$ cat src/rtl/width_unpacker.sv
// Splits M-bit words from a valid/ready input into R = M/N consecutive N-bit
// slices on a valid/ready output, MSB slice first, through a 2-entry word buffer.
`timescale 1ns/1ps
module width_unpacker #(
  parameter int N = 8,
  parameter int M = 32,
  localparam int R = M / N,
  localparam int CNT_WIDTH = $clog2(R)
) (
  input  logic         clk,
  input  logic         rst,
  input  logic         vld_i,
  input  logic [M-1:0] din,
  output logic         rdy_o,
  output logic         vld_o,
  output logic [N-1:0] dout,
  input  logic         rdy_i,
  output logic [1:0]   level
);

  if ((M % N != 0) || (M < 2 * N)) begin : g_bad_params
    $error("width_unpacker: M must be a multiple of N and at least 2*N");
  end

  localparam logic [CNT_WIDTH-1:0] LAST_SIDX = CNT_WIDTH'(R - 1);

  // Handshake: a transfer happens on a rising edge where valid && ready on that
  // side; a source holds its word/slice stable until it is accepted.
  logic [M-1:0]         r_buf [2];
  logic                 r_wr_ptr;
  logic                 r_rd_ptr;
  logic [1:0]           r_count;
  logic [CNT_WIDTH-1:0] r_sidx;

  logic         w_push;
  logic         w_pop;
  logic         w_retire;
  logic [M-1:0] w_head;

  assign rdy_o    = !rst && (r_count != 2'd2);
  assign vld_o    = (r_count != 2'd0);
  assign level    = r_count;
  assign w_push   = vld_i && rdy_o;
  assign w_pop    = vld_o && rdy_i;
  assign w_retire = w_pop && (r_sidx == LAST_SIDX);
  assign w_head   = r_buf[r_rd_ptr];

  always_comb begin
    dout = '0;
    if (vld_o) dout = w_head[M-1-int'(r_sidx)*N -: N];
  end

  // Buffer contents need no reset: a slot is only read once count covers it.
  always_ff @(posedge clk) begin
    if (w_push) r_buf[r_wr_ptr] <= din;
  end

  always_ff @(posedge clk) begin
    if (rst) begin
      r_wr_ptr <= 1'b0;
      r_rd_ptr <= 1'b0;
      r_count  <= 2'd0;
      r_sidx   <= '0;
    end else begin
      if (w_push) r_wr_ptr <= ~r_wr_ptr;
      if (w_pop) begin
        if (w_retire) begin
          r_sidx   <= '0;
          r_rd_ptr <= ~r_rd_ptr;
        end else begin
          r_sidx <= r_sidx + CNT_WIDTH'(1);
        end
      end
      case ({w_push, w_retire})
        2'b10:   r_count <= r_count + 2'd1;
        2'b01:   r_count <= r_count - 2'd1;
        default: r_count <= r_count;
      endcase
    end
  end

endmodule

$ cat config.mk
export PLATFORM = sky130hd
export DESIGN_NAME = width_unpacker
export DESIGN_NICKNAME = d
export VERILOG_FILES = /design/src/rtl/width_unpacker.sv
export SDC_FILE = /design/constraint.sdc
export NUM_CORES = 1
export LEC_CHECK = 0
export CAP_MARGIN = 25
export CORE_MARGIN = 2
export CORE_UTILIZATION = 40
export CTS_CLUSTER_SIZE = 10
export DETAILED_ROUTE_END_ITERATION = 10
export GPL_TIMING_DRIVEN = 1
export PLACE_DENSITY_LB_ADDON = 0.08
export SKIP_CTS_REPAIR_TIMING = 1
export SYNTH_ARGS = -nofsm -noshare
export SYNTH_HDL_FRONTEND = slang
export SYNTH_SLANG_ARGS = --single-unit
$ cat constraint.sdc
create_clock -name clk -period 2.39 [get_ports clk]
set_input_delay 0.478 -clock clk [delete_from_list [all_inputs] [get_ports clk]]
set_output_delay 0.478 -clock clk [all_outputs]
set_load 0.02 [all_outputs]
==> results_dict.tcl <==
set metrics [dict create \
    p_clk_share_pct 37.5 \
    hold_violations 0 \
    wirelength_um 5240 \
    cts_buffers 9 \
    crit_arrival_ns 2.00 \
    start_util_pct 41.2 \
    hpwl_um 3640 \
    status "finished, violations left" \
    max_cap_viol_count 0 \
    dp_slack_ns -0.00742 \
    fillers 564 \
    cp_slowest_cell "clkdlybuf4s50_1" \
    dpl_cell_area_um2 3440 \
    route.met2.wl_um 2690 \
    dr.max_layer_used "met4" \
    core-area_um2 6790 \
    instances_no_fill 324 \
    clockRootBuffer "clkbuf_8" \
    power_mw 2.62 \
    p_seq_share_pct 54.1 \
    ys_top_cells_by_area "edfxtp_1 (69%), mux2i_1 (12%), dfxtp_1 (5.0%), a22oi_1 (4.3%), and3_1 (2.0%)" \
    cp.required_ns 1.91 \
    ys_seq_elements 71 \
    routabilityCongestion 0.796 \
    die_width_um 87.7 \
    grt_usage_pct 15.0 \
    dp.cells 309 \
    grt_pass1_wl_um 8450 \
    grt_max_degree 33 \
    syn_inst 169 \
    ant_nets 0 \
    grt_overflow 0 \
    syn_area_um2 2800 \
    die-area_um2 7690 \
    path_cells "buf_12, mux2i_1, a22oi_1, and3_1, clkdlybuf4s50_1" \
    async_flop_share_pct 0 \
    combinationalPowerShare_pct 8.4 \
    setup_viol 1 \
    synth_top_cells_by_count "edfxtp_1 (64), mux2i_1 (33), a22oi_1 (16)" \
    critPathKind "reg2out" \
    synth_top_cell_by_area "edfxtp_1" \
    cts.clk_slew.worst_paths_ns 0.06 \
    grt_pass1_vias 1730 \
    setup.worst_path.start_class "register" \
    powerDensity_nw_per_um2 711 \
    synth_edf_count 64 \
    slowest_delay_ns 0.60 \
    stdcell_area_um2 3680 \
    synth_top_flop_cell "edfxtp_1" \
    cts_tree "done" \
    antenna_found_initial 0 \
    ys.warnings.count 0 \
    diodes 0 \
    p_sw_mw 0.527 \
    met3_length_um 198 \
    numPortBuffers 47 \
    firstDrtPassIters 4 \
    switching_share_pct 20.1 \
    relSlewSlack_pct 73.8 \
    p_leak_nw 1.32 \
    r2r_setup_slack_ns 0.55 \
    min_path_type "reg2reg" \
    endpoint_kind "output pin" \
    worst_slew_pin_slew_ns 0.392 \
    ios 48 \
    fin_tns_setup_ns -0.0852 \
    fin_nets 262 \
    post-route-period-util_pct 104 \
    clk_path_buf_depth 2 \
    clk_latency_ns 0.33 \
    period_minus_slack_ns 2.48 \
    cp_max_fo 20 \
    synth_top_area_share_pct 68.6 \
    clock.fmax_mhz 404 \
    num_vias 1595 \
    syn-num-nets 207 \
    vdd_drop_max_v 0.000402 \
    rsz0062_at_grt "yes" \
    dieHeight_um 87.7 \
    drv_slew 0 \
    syn_avg_cell_area_um2 16.6 \
    drt_iter0_drc 85 \
    syn_to_final_growth_pct 31.5 \
    wl_per_cell_um 16.2 \
    synth.most_common_cell "edfxtp_1" \
    ys_types 25 \
    fin_worst_skew_ns 0.00581 \
    yosysSeqAreaShare_pct 73.6 \
    cts.sinks 71 \
    drc_errors 0 \
    rows 30 \
    cts.htree.levels 3 \
    via_per_inst 4.92 \
    wl_met1_um 2270 \
    violations "setup timing" \
    fin_ws_ns -0.0852 \
    layout-drive-gt1-share_pct 11.4 \
    p_int_mw 2.09 \
]
[worst max-delay path, delay by kind of cell, from the launching register on]
family / cells / cell delay, ns
AO/OA/AOI/OAI: 1 / 0.21
multiplexers: 1 / 0.09
AND/OR/NAND/NOR: 1 / 0.19
flip-flops: 1 / 0.38
buffers and inverters: 2 / 0.79
[final timing paths]
check / cells past startpoint / startpoint / end
worst max-delay path: 5 / register / dout[6]
worst min-delay path: 2 / r_wr_ptr / r_wr_ptr
worst max register to register: 5 / level[0] / level[1]
worst min register to register: 2 / r_wr_ptr / r_wr_ptr
[placed cells by master, fill, tap and decap left out]
master           count
edfxtp_1            64
clkdlybuf4s50_1     40
mux2i_1             32
a22oi_1             16
and3_1               9
clkbuf_8             9
dlymetal6s2s_1       7
dfxtp_1              6
nor2_1               5
buf_12               4
inv_1                3
or3_1                3
a21oi_1              3
nor2b_4              2
xor2_1               2
ha_1                 2
bufinv_16            2
clkinv_2             2
buf_4                2
o211ai_1             1
or2_2                1
nor2_2               1
and2_2               1
mux2i_2              1
nor2b_1              1
or4_1                1
o21ai_1              1
nand2_1              1
o31ai_1              1
xnor2_1              1
o21ai_0              1
dfxtp_2              1
clkbuf_1             1
clkinv_1             1
[power by group through the flow]
stage               Sequential (mW)  Combinational [mW]  Clock [mW]
finish                         1.42               0.220       0.983
global placement               1.44               0.216           0
floorplan                      1.44              0.0880           0
global route                   1.42               0.236        1.07
detailed placement             1.44               0.223           0
CTS                            1.41               0.223        1.00
[registers in the layout, indices dropped and copies added (netlist names), named ones only]
signal    count
r_wr_ptr      1
level         2
r_buf        64
r_sidx        2
r_rd_ptr      1
[per-layer routing]
layer	vias to the layer above	GRT usage [%]
met5	-	0
met4	0	6.71
met3	8	4.05
met1	785	18.9
li1	773	-
met2	29	24.2
[cells by family after synthesis]
| kind of cell | count (synthesis) | synth area share, % |
|---|---|---|
| flip-flops | 71 | 73.6 |
| multiplexers | 33 | 11.8 |
| AND/OR/NAND/NOR | 25 | 5.00 |
| AO/OA/AOI/OAI | 23 | 5.72 |
| buffers and inverters | 12 | 2.05 |
| XOR/XNOR | 3 | 0.938 |
| adder cells (fa/ha/maj) | 2 | 0.893 |
[layout make-up]
| type | instances | area (um2) | share of cell area [%] |
|---|---|---|---|
| multi-input combinational | 86 | 704 | 19.1 |
| sequential | 71 | 2060 | 56.0 |
| clock inverter | 5 | 73.8 | 2.00 |
| inverter | 3 | 11.3 | 0.306 |
| clock buffer | 10 | 128 | 3.46 |
| tap | 96 | 120 | 3.26 |
| timing repair buffer | 53 | 583 | 15.8 |
[metrics by stage]
stage | util, % | hold slack [ns]
2_1_floorplan | - | 0.452
3_3_place_gp | 50.7 | 0.462
3_5_place_dp | 50.7 | 0.478
4_1_cts | 53.6 | 0.487
5_1_grt | 54.2 | 0.531
6_report | 54.2 | 0.488
Note: power is estimated with default switching activity, not from simulation.
